File: config.mk
export PLATFORM = sky130hd
export DESIGN_NAME = bomb_game_ctrl
export DESIGN_NICKNAME = d
export VERILOG_FILES = /design/src/rtl/bomb_pkg.sv /design/src/rtl/bomb_blink.sv /design/src/rtl/bomb_game_ctrl.sv
export SDC_FILE = /design/constraint.sdc
export NUM_CORES = 1
export LEC_CHECK = 0
export BUFFER_PORTS_ARGS = -buffer_cell sky130_fd_sc_hd__clkbuf_2
export CAP_MARGIN = 25
export CORE_AREA = 8 8 49 67
export CTS_CLUSTER_SIZE = 16
export DETAILED_ROUTE_END_ITERATION = 8
export DIE_AREA = 0 0 57 75
export GPL_ROUTABILITY_DRIVEN = 0
export PLACE_DENSITY = 0.74
export SKIP_CTS_REPAIR_TIMING = 1
export SYNTH_ARGS = -nofsm -noshare
export SYNTH_HDL_FRONTEND = slang
export SYNTH_SLANG_ARGS = --single-unit
File: constraint.sdc
create_clock -name clk -period 2.9 [get_ports clk]
set_input_delay 0.29 -clock clk [delete_from_list [all_inputs] [get_ports clk]]
set_output_delay 0.29 -clock clk [all_outputs]
set_load 0.01 [all_outputs]
File: src/rtl/bomb_pkg.sv
// Shared definitions for the bomb game controller.
//   state_t        : game state encoding, also driven out on state_o
//   WIRE_COUNT     : number of cuttable wires
//   DIGIT_EXPIRED  : value both timer digits show when the countdown ran out
//   sat_inc        : 2-bit saturating increment used for the strike counter
package bomb_pkg;

    localparam int         WIRE_COUNT    = 4;
    localparam logic [3:0] DIGIT_EXPIRED = 4'hF;

    typedef enum logic [2:0] {
        ST_IDLE     = 3'd0,
        ST_ARM_ERR  = 3'd1,
        ST_ARMED    = 3'd2,
        ST_DEFUSED  = 3'd3,
        ST_EXPLODED = 3'd4
    } state_t;

    function automatic logic [1:0] sat_inc(input logic [1:0] v);
        return (v == 2'd3) ? 2'd3 : v + 2'd1;
    endfunction

endpackage

File: src/rtl/bomb_blink.sv
// Square-wave generator for the led and buzzer indicators.
//   clk, rst : clock, asynchronous active-low reset
//   clear    : restart the waveform (counter to 0, output to 1)
//   blink    : output, holds each level for BLINK_DIV cycles
module bomb_blink #(
    parameter int BLINK_DIV = 25
) (
    input  logic clk,
    input  logic rst,
    input  logic clear,
    output logic blink
);

    localparam int CW = (BLINK_DIV > 1) ? $clog2(BLINK_DIV) : 1;
    localparam logic [CW-1:0] LAST = CW'(BLINK_DIV - 1);

    logic [CW-1:0] cnt;

    always_ff @(posedge clk or negedge rst) begin
        if (!rst) begin
            cnt   <= '0;
            blink <= 1'b1;
        end else if (clear) begin
            cnt   <= '0;
            blink <= 1'b1;
        end else if (cnt == LAST) begin
            cnt   <= '0;
            blink <= ~blink;
        end else begin
            cnt   <= cnt + 1'b1;
        end
    end

endmodule

File: src/rtl/bomb_game_ctrl.sv
// Bomb defusal game controller.
//   clk, rst            : clock, asynchronous active-low reset
//   btn_arm             : arm request level (rising edge acts)
//   wire_cut[3:0]       : wire levels, 1 = cut
//   tmr_s1, tmr_s2      : countdown digits from the timer, F/F = expired
//   tmr_start           : high while ARMED, lets the timer count
//   tmr_success         : high while DEFUSED
//   frz_s1, frz_s2      : timer digits captured when the game ended
//   state_o             : current state encoding
//   strikes             : wrong cuts this game
//   led, buzzer         : defused / detonation (and arm error) indicators
module bomb_game_ctrl
    import bomb_pkg::*;
#(
    parameter int DEFUSE_WIRE = 2,
    parameter int STRIKES_MAX = 2,
    parameter int BLINK_DIV   = 25
) (
    input  logic       clk,
    input  logic       rst,
    input  logic       btn_arm,
    input  logic [3:0] wire_cut,
    input  logic [3:0] tmr_s1,
    input  logic [3:0] tmr_s2,
    output logic       tmr_start,
    output logic       tmr_success,
    output logic [3:0] frz_s1,
    output logic [3:0] frz_s2,
    output logic [2:0] state_o,
    output logic [1:0] strikes,
    output logic       led,
    output logic       buzzer
);

    localparam logic [WIRE_COUNT-1:0] DEFUSE_MASK = WIRE_COUNT'(1) << DEFUSE_WIRE;

    state_t                state, state_next;
    logic                  arm_q;
    logic [WIRE_COUNT-1:0] cut_q;
    logic [1:0]            strikes_next, strike_inc;
    logic [3:0]            frz_s1_next, frz_s2_next;
    logic                  blink;

    // Edges compare the live input against last cycle's sample. The edge
    // registers clear in reset, but the state also returns to IDLE, where
    // wire edges are never looked at, so wires cut across reset are harmless.
    logic                  arm_edge;
    logic [WIRE_COUNT-1:0] cut_edge;
    logic                  defuse_edge, wrong_edge, expired;

    assign arm_edge    = btn_arm & ~arm_q;
    assign cut_edge    = wire_cut & ~cut_q;
    assign defuse_edge = |(cut_edge & DEFUSE_MASK);
    assign wrong_edge  = |(cut_edge & ~DEFUSE_MASK);
    assign expired     = (tmr_s1 == DIGIT_EXPIRED) && (tmr_s2 == DIGIT_EXPIRED);
    assign strike_inc  = sat_inc(strikes);

    // State register plus the game datapath registers
    always_ff @(posedge clk or negedge rst) begin
        if (!rst) begin
            state   <= ST_IDLE;
            arm_q   <= 1'b0;
            cut_q   <= '0;
            strikes <= 2'd0;
            frz_s1  <= 4'd0;
            frz_s2  <= 4'd0;
        end else begin
            state   <= state_next;
            arm_q   <= btn_arm;
            cut_q   <= wire_cut;
            strikes <= strikes_next;
            frz_s1  <= frz_s1_next;
            frz_s2  <= frz_s2_next;
        end
    end

    // Next-state logic. In ARMED the order is expiry, strikes, then defuse,
    // so a wrong cut that detonates wins over a simultaneous correct cut.
    always_comb begin
        state_next   = state;
        strikes_next = strikes;
        frz_s1_next  = frz_s1;
        frz_s2_next  = frz_s2;
        case (state)
            ST_IDLE: begin
                if (arm_edge) begin
                    if (wire_cut == '0) begin
                        // New game: strike count and frozen digits start clean
                        state_next   = ST_ARMED;
                        strikes_next = 2'd0;
                        frz_s1_next  = 4'd0;
                        frz_s2_next  = 4'd0;
                    end else begin
                        state_next = ST_ARM_ERR;
                    end
                end
            end
            ST_ARM_ERR: begin
                if (wire_cut == '0) state_next = ST_IDLE;
            end
            ST_ARMED: begin
                if (expired) begin
                    state_next  = ST_EXPLODED;
                    frz_s1_next = 4'd0;
                    frz_s2_next = 4'd0;
                end else if (wrong_edge) begin
                    strikes_next = strike_inc;
                    if (int'(strike_inc) >= STRIKES_MAX) begin
                        state_next  = ST_EXPLODED;
                        frz_s1_next = tmr_s1;
                        frz_s2_next = tmr_s2;
                    end else if (defuse_edge) begin
                        state_next  = ST_DEFUSED;
                        frz_s1_next = tmr_s1;
                        frz_s2_next = tmr_s2;
                    end
                end else if (defuse_edge) begin
                    state_next  = ST_DEFUSED;
                    frz_s1_next = tmr_s1;
                    frz_s2_next = tmr_s2;
                end
            end
            ST_DEFUSED, ST_EXPLODED: begin
                if (arm_edge) state_next = ST_IDLE;
            end
            default: state_next = ST_IDLE;
        endcase
    end

    // Output logic, decoded from the registered state
    always_comb begin
        tmr_start   = (state == ST_ARMED);
        tmr_success = (state == ST_DEFUSED);
        led         = (state == ST_DEFUSED) & blink;
        buzzer      = ((state == ST_EXPLODED) || (state == ST_ARM_ERR)) & blink;
        state_o     = state;
    end

    // One blink generator serves both indicators; it restarts on every state
    // change so each indicating state begins with the output high.
    bomb_blink #(
        .BLINK_DIV (BLINK_DIV)
    ) u_blink (
        .clk   (clk),
        .rst   (rst),
        .clear (state_next != state),
        .blink (blink)
    );

endmodule

Word-level counts from Yosys, hierarchy flattened
Index checks and enable logic that the tools add are counted.

Bits in registers: 24. Input port bits: 15. Logic and storage cells: 72.

Add/subtract/negate cells: 2. Magnitude comparators: 1. Eq/ne operators: 13. Multiplexer cells: 31. Bitwise logic cells: 7. Reduce and logical (&&, ||, !) cells: 10.

Operators with widths (count): 4-bit two-way mux (10); 3-bit two-way mux (7); 4-bit case mux with 2 select lines (2); 2-bit two-way mux (6); 3-bit case mux with 4 select lines (1); 5-bit two-way mux (2); 4-bit == test (second input constant) (2); 3-bit by 2-bit == test with 1-bit output (second input constant) (2); 2-bit != test (second input constant) (3); 5-bit by 1-bit adder with 5-bit output (second input constant) (1); 5-bit == test (second input constant) (1); 5-bit AND reduction (1); 4-bit AND (1); 4-bit logical NOT (1); 4-bit NOT (1); 2-bit case mux with 2 select lines (1); 2-bit nonzero test (2); 1-bit AND (3); 3-bit by 1-bit == test with 1-bit output (second input constant) (1); 3-bit == test (second input constant) (1); 3-bit logical NOT (1); 3-bit != test (1); 3-bit AND reduction (1); 3-bit OR reduction (1); 9 further kinds (11).

Logic depth before layout (Yosys ltp)
Depth after elaboration: 9. Depth in mapped cells: 5. Mapped depth without buffers: 5.

Hierarchy
A second synthesis with hierarchy kept.

Cells, all modules: 95. Area, all modules: 1167.4 µm².

Modules (own cells, without submodules): bomb_game_ctrl (times used 1, cells an instance 68, area each 832.0 µm², sequential area each 450.4 µm²); bomb_blink (times used 1, cells an instance 27, area each 335.3 µm², sequential area each 151.4 µm²).

Worst setup path after synthesis
OpenSTA, ideal clock, no wires.

Path kind: register to register. Start point: register state[2] (netlist: state_o[2]). End point: register frz_s1[0]. Library setup time: 121 ps. Arrival: 1444 ps. Required time: 2779 ps. Path slack: 1335 ps. Stages on the path, launching flop included: 6. Path buffers: 0. Clock period less this slack: 1565 ps. Cell sequence: dfrtp_1 nor4b_2 and3_1 a31o_2 nor2_2 a22o_1.

Cells in the longest elaborated chain, start to end: 3. Elaborated cells between the ends (all ways): 7. Those cells by class: eq/ne: 3; mux: 1; reduce/logical: 3.

Ends and longest elaborated chain: from (decl) (line bomb_game_ctrl.sv:37) `state_t state, state_next;`; from (signal assigned) (line bomb_game_ctrl.sv:68) `state <= state_next;`; 3-bit logical NOT or 3-bit by 2-bit == test with 1-bit output (tied branches) (line bomb_game_ctrl.sv:84) `case (state)`; 2-bit != test (no line) or 2-bit nonzero test (tied branches); 3-bit AND reduction (no line); to (signal assigned) (line bomb_game_ctrl.sv:72) `frz_s1 <= frz_s1_next;`; to (decl) (line bomb_game_ctrl.sv:27) `output logic [3:0] frz_s1,`.

Parallel ways exist; a longest one is shown, timed or not. A chain may end at the register's enable or synchronous reset.

Final worst setup path
Start point: register state[2] (netlist: state_o[2]). End point: register u_blink.cnt[2].

Cells in the longest elaborated chain, start to end: 7. Elaborated cells between the ends (all ways): 16. Those cells by class: eq/ne: 5; mux: 9; reduce/logical: 2.

Ends and longest elaborated chain: 3-bit two-way mux (line bomb_game_ctrl.sv:112, bomb_game_ctrl.sv:117); 3-bit two-way mux (line bomb_game_ctrl.sv:108) `if (int'(strike_inc) >= STRIKES_MAX) begin`; 3-bit two-way mux (line bomb_game_ctrl.sv:106) `end else if (wrong_edge) begin`; 3-bit two-way mux (line bomb_game_ctrl.sv:102) `if (expired) begin`; 3-bit case mux with 4 select lines (line bomb_game_ctrl.sv:84); 3-bit != test (*) (line bomb_game_ctrl.sv:146) `.clear (state_next != state),`; 5-bit two-way mux (*) (line bomb_blink.sv:23) `end else if (clear) begin`; to (signal assigned) (line bomb_blink.sv:30) `cnt <= cnt + 1'b1;`; to (decl) (line bomb_blink.sv:17) `logic [CW-1:0] cnt;`.

Every way passes the cells marked *; elsewhere a longest branch is shown, timed or not.

==> out/qor.csv <==
stage,metric,value,unit
status,status,completed,
logic_synthesis,post-synthesis register bit count,24,
logic_synthesis,"Seq/Total Area, Yosys",51.01,%
critical_path,Worst Path Arrival,2060,ps
critical_path,"Req. time, crit path",3150,ps
finish,Area Overhead vs Synth,18.35,%
pwr,peak supply drop,0.3376,mV
die,row count,21,
finish,Nets,161,
global_route,met3 layer usage reported by global route,3.879,%
critical_path,crit-path max FO,8,
finish,Multi-input gate area,548.0,µm²
pwr,Clock Power Share,18.5,%
finish,"most common cell after layout, fill and taps aside",clkbuf_2,
global_route,grt met2 use,21.16,%
die,effective utilization at floorplan,51.03,%
sta,Least-Margin Pin Slew,577.7,ps
clocking,clock root buffer,clkbuf_4,
pwr,Int Power,0.5483,mW
finish,number of diodes,0,
routing,Residual DRC,0,
sta,Setup Skew,1.189,ps
finish,final design area excluding fillers,1396,µm²
sta,Slew headroom,61.48,%
pwr,Comb power frac,27.4,%
finish,Layout Cells excl Fill,166,
pwr,P per Cell Area,583.5,nW/µm²
logic_synthesis,Mapped Area,1180,µm²
placed_design,post-detail-place hpwl,2128,µm
routing,routed wire length,2689,µm
pwr,Seq pwr share,54.1,%
placed_design,Placed Cells,161,
finish,fill count,211,
pwr,Net Switching,0.2664,mW
clocking,Clock Path Buffers,2,
sta,Final Max Tran Viols,0,
clocking,H-tree depth,1,
routing,Starting DRT DRC Count,9,
finish,layout cell share with drive strength beyond 1,32.17,%
logic_synthesis,Gate Count Post-Synth,108,
routing,antenna-violating nets left,0,
clocking,clock-pin transition on the worst setup and hold timing paths,120,ps
sta,Max Clock Freq,0.5534,GHz
hold_path,HP Class,input port to flip-flop,
clocking,CTS Sinks,24,
critical_path,CP Cell Sequence,nor2_2 -> o211ai_1 -> o221ai_1 -> o211ai_2 -> nor2_1,
global_route,global-route layer with the greatest usage,met2,
routing,vias,941,
clocking,CTS tree,built,
pwr,leakage,0.6831,nW
sta,Final Critical Period,1807,ps
global_route,vias in the first global route,1048,
global_route,largest net degree at the start of global routing,25,
run,max-capacitance violation count,0,
pwr,total power,0.8148,mW
sta,Tcrit/Tclk final,62.31,%
die,Core Box Area,2312,µm²
sta,TNS Setup,0,ps
critical_path,Setup CP Type,flip-flop to flip-flop,
clocking,total CTS buffers,3,
critical_path,startpoint types,flip-flop,
die,Die W,57,µm
clocking,Clock Latency Late Sink,310,ps
sta,RSZ-0062 raised after global routing,no,
pwr,Sw Ratio,32.70,%
die,IO Count,32,
critical_path,Max stage delay on crit path,510,ps
logic_synthesis,Synth async-reset ratio,100.0,%
global_route,grt met1 use,15.73,%
finish,register area,601.8,µm²
routing,TritonRoute pass-1 iters,4,
global_route,Tot GR Track Use,13.26,%
routing,DR vias/cell,5.669,
logic_synthesis,Most used DFF post-synth,dfrtp_1,
die,die area,4275,µm²
routing,Routed wire per std cell,16.20,µm
logic_synthesis,Yosys cell types,37,
placed_design,placed cell areas,1360,µm²
sta,Final Hold Viols,0,
sta,# setup viols final,0,
die,Die Span Y,75,µm
global_route,GRT overflow,0,
critical_path,slowest library cell on the worst path,dfrtp_1,
logic_synthesis,Avg Inst Size Synth,10.92,µm²
critical_path,Critical Path Sink Type,flip-flop,
logic_synthesis,Post-synth EDFFs,0,
logic_synthesis,syn_nets,125,
finish,most frequent cells in the layout,"clkbuf_2, dfrtp_1, nor2_1",
logic_synthesis,Yosys warnings,0,
global_route,number of antenna violations at the first check in global routing,0,
placed_design,PortBufs,31,
global_route,first-pass GRT wire length,4547,µm
sequential cells by signal, summed over array words and instances (netlist names):
signal / cells
u_blink.blink: 1
state_o: 3
frz_s2: 4
u_blink.cnt: 5
cut_q: 4
arm_q: 1
frz_s1: 4
strikes: 2
routing by layer:
metal  vias to the layer above  wire [µm]
li1                        456          -
met1                       449       1168
met2                        32       1301
met3                         4        174
met4                         0         44
met5                         -          0
cells in the mapped netlist (2+ instances only):
| library cell | instances | area [µm²] |
|---|---|---|
| nand4_1 | 2 | 12.51 |
| mux2i_1 | 2 | 20.02 |
| inv_1 | 7 | 26.28 |
| nand2_1 | 4 | 15.01 |
| nor2b_1 | 5 | 31.28 |
| nand3_1 | 3 | 15.01 |
| xor2_1 | 4 | 35.03 |
| ha_1 | 2 | 25.02 |
| nor2_2 | 2 | 12.51 |
| dfrtp_1 | 23 | 575.6 |
| nor3_1 | 2 | 10.01 |
| a22o_1 | 6 | 52.55 |
| and3_1 | 3 | 18.77 |
| nor2_1 | 16 | 60.06 |
| o211ai_1 | 3 | 22.52 |
| a21oi_1 | 2 | 10.01 |
| a31o_2 | 2 | 17.52 |
power groups by stage:
stage | Clock [mW] | Combinational, mW | Sequential [mW]
after global placement | 0 | 0.212 | 0.445
after floorplan | 0 | 0.128 | 0.452
after CTS | 0.153 | 0.227 | 0.441
after detailed placement | 0 | 0.227 | 0.445
after global routing | 0.170 | 0.252 | 0.449
final | 0.151 | 0.224 | 0.441
worst paths after layout:
kind | start | endpoint | slack (ps) | cells past startpoint
worst max-delay path | state_o[2]$_DFF_PN0_ | u_blink.cnt[2]$_DFF_PN0_ | 1090 | 5
worst min-delay path | btn_arm | arm_q$_DFF_PN0_ | 100 | 1
worst max register to register | state_o[2]$_DFF_PN0_ | u_blink.cnt[2]$_DFF_PN0_ | 1090 | 5
worst min register to register | u_blink.cnt[0]$_DFF_PN0_ | u_blink.cnt[0]$_DFF_PN0_ | 500 | 1
max in group asynchronous | rst | cut_q[1]$_DFF_PN0_ | 2030 | 2
min in group asynchronous | rst | arm_q$_DFF_PN0_ | 490 | 2
metrics by stage:
| step | hold WS, ps | worst slack [ps] | util [%] |
|---|---|---|---|
| 5_1_grt | 85.89 | 949.4 | 60.39 |
| 2_1_floorplan | -5.591 | 1335 | - |
| 6_report | 104.0 | 1093 | 60.39 |
| 4_1_cts | -30.03 | 1127 | 59.96 |
| 3_3_place_gp | 308.8 | 1158 | 58.82 |
| 3_5_place_dp | 321.9 | 1115 | 58.82 |
final cells by class:
type | count | area share, %
inverter | 7 | 1.882
tap | 23 | 2.061
multi-input combinational | 76 | 39.25
sequential | 24 | 43.10
timing repair buffer | 32 | 11.83
clock buffer | 4 | 1.882
critical path: cells and delay by family, from the launching register on:
kind               cells  cell delay (ps)
AOI/OAI and AO/OA      3              820
DFF                    1              510
and+or+nand+nor        2              420
kinds of logic after synthesis:
logic type	after synthesis	synth area share (%)
muxes	3	2.651
adders and majority gates	2	2.121
DFF	24	51.01
buffers and inverters	8	2.545
AOI/OAI and AO/OA	22	17.18
xor gates and xnor gates	5	3.711
and+or+nand+nor	44	20.78
Power figures use the tool's default switching activity.
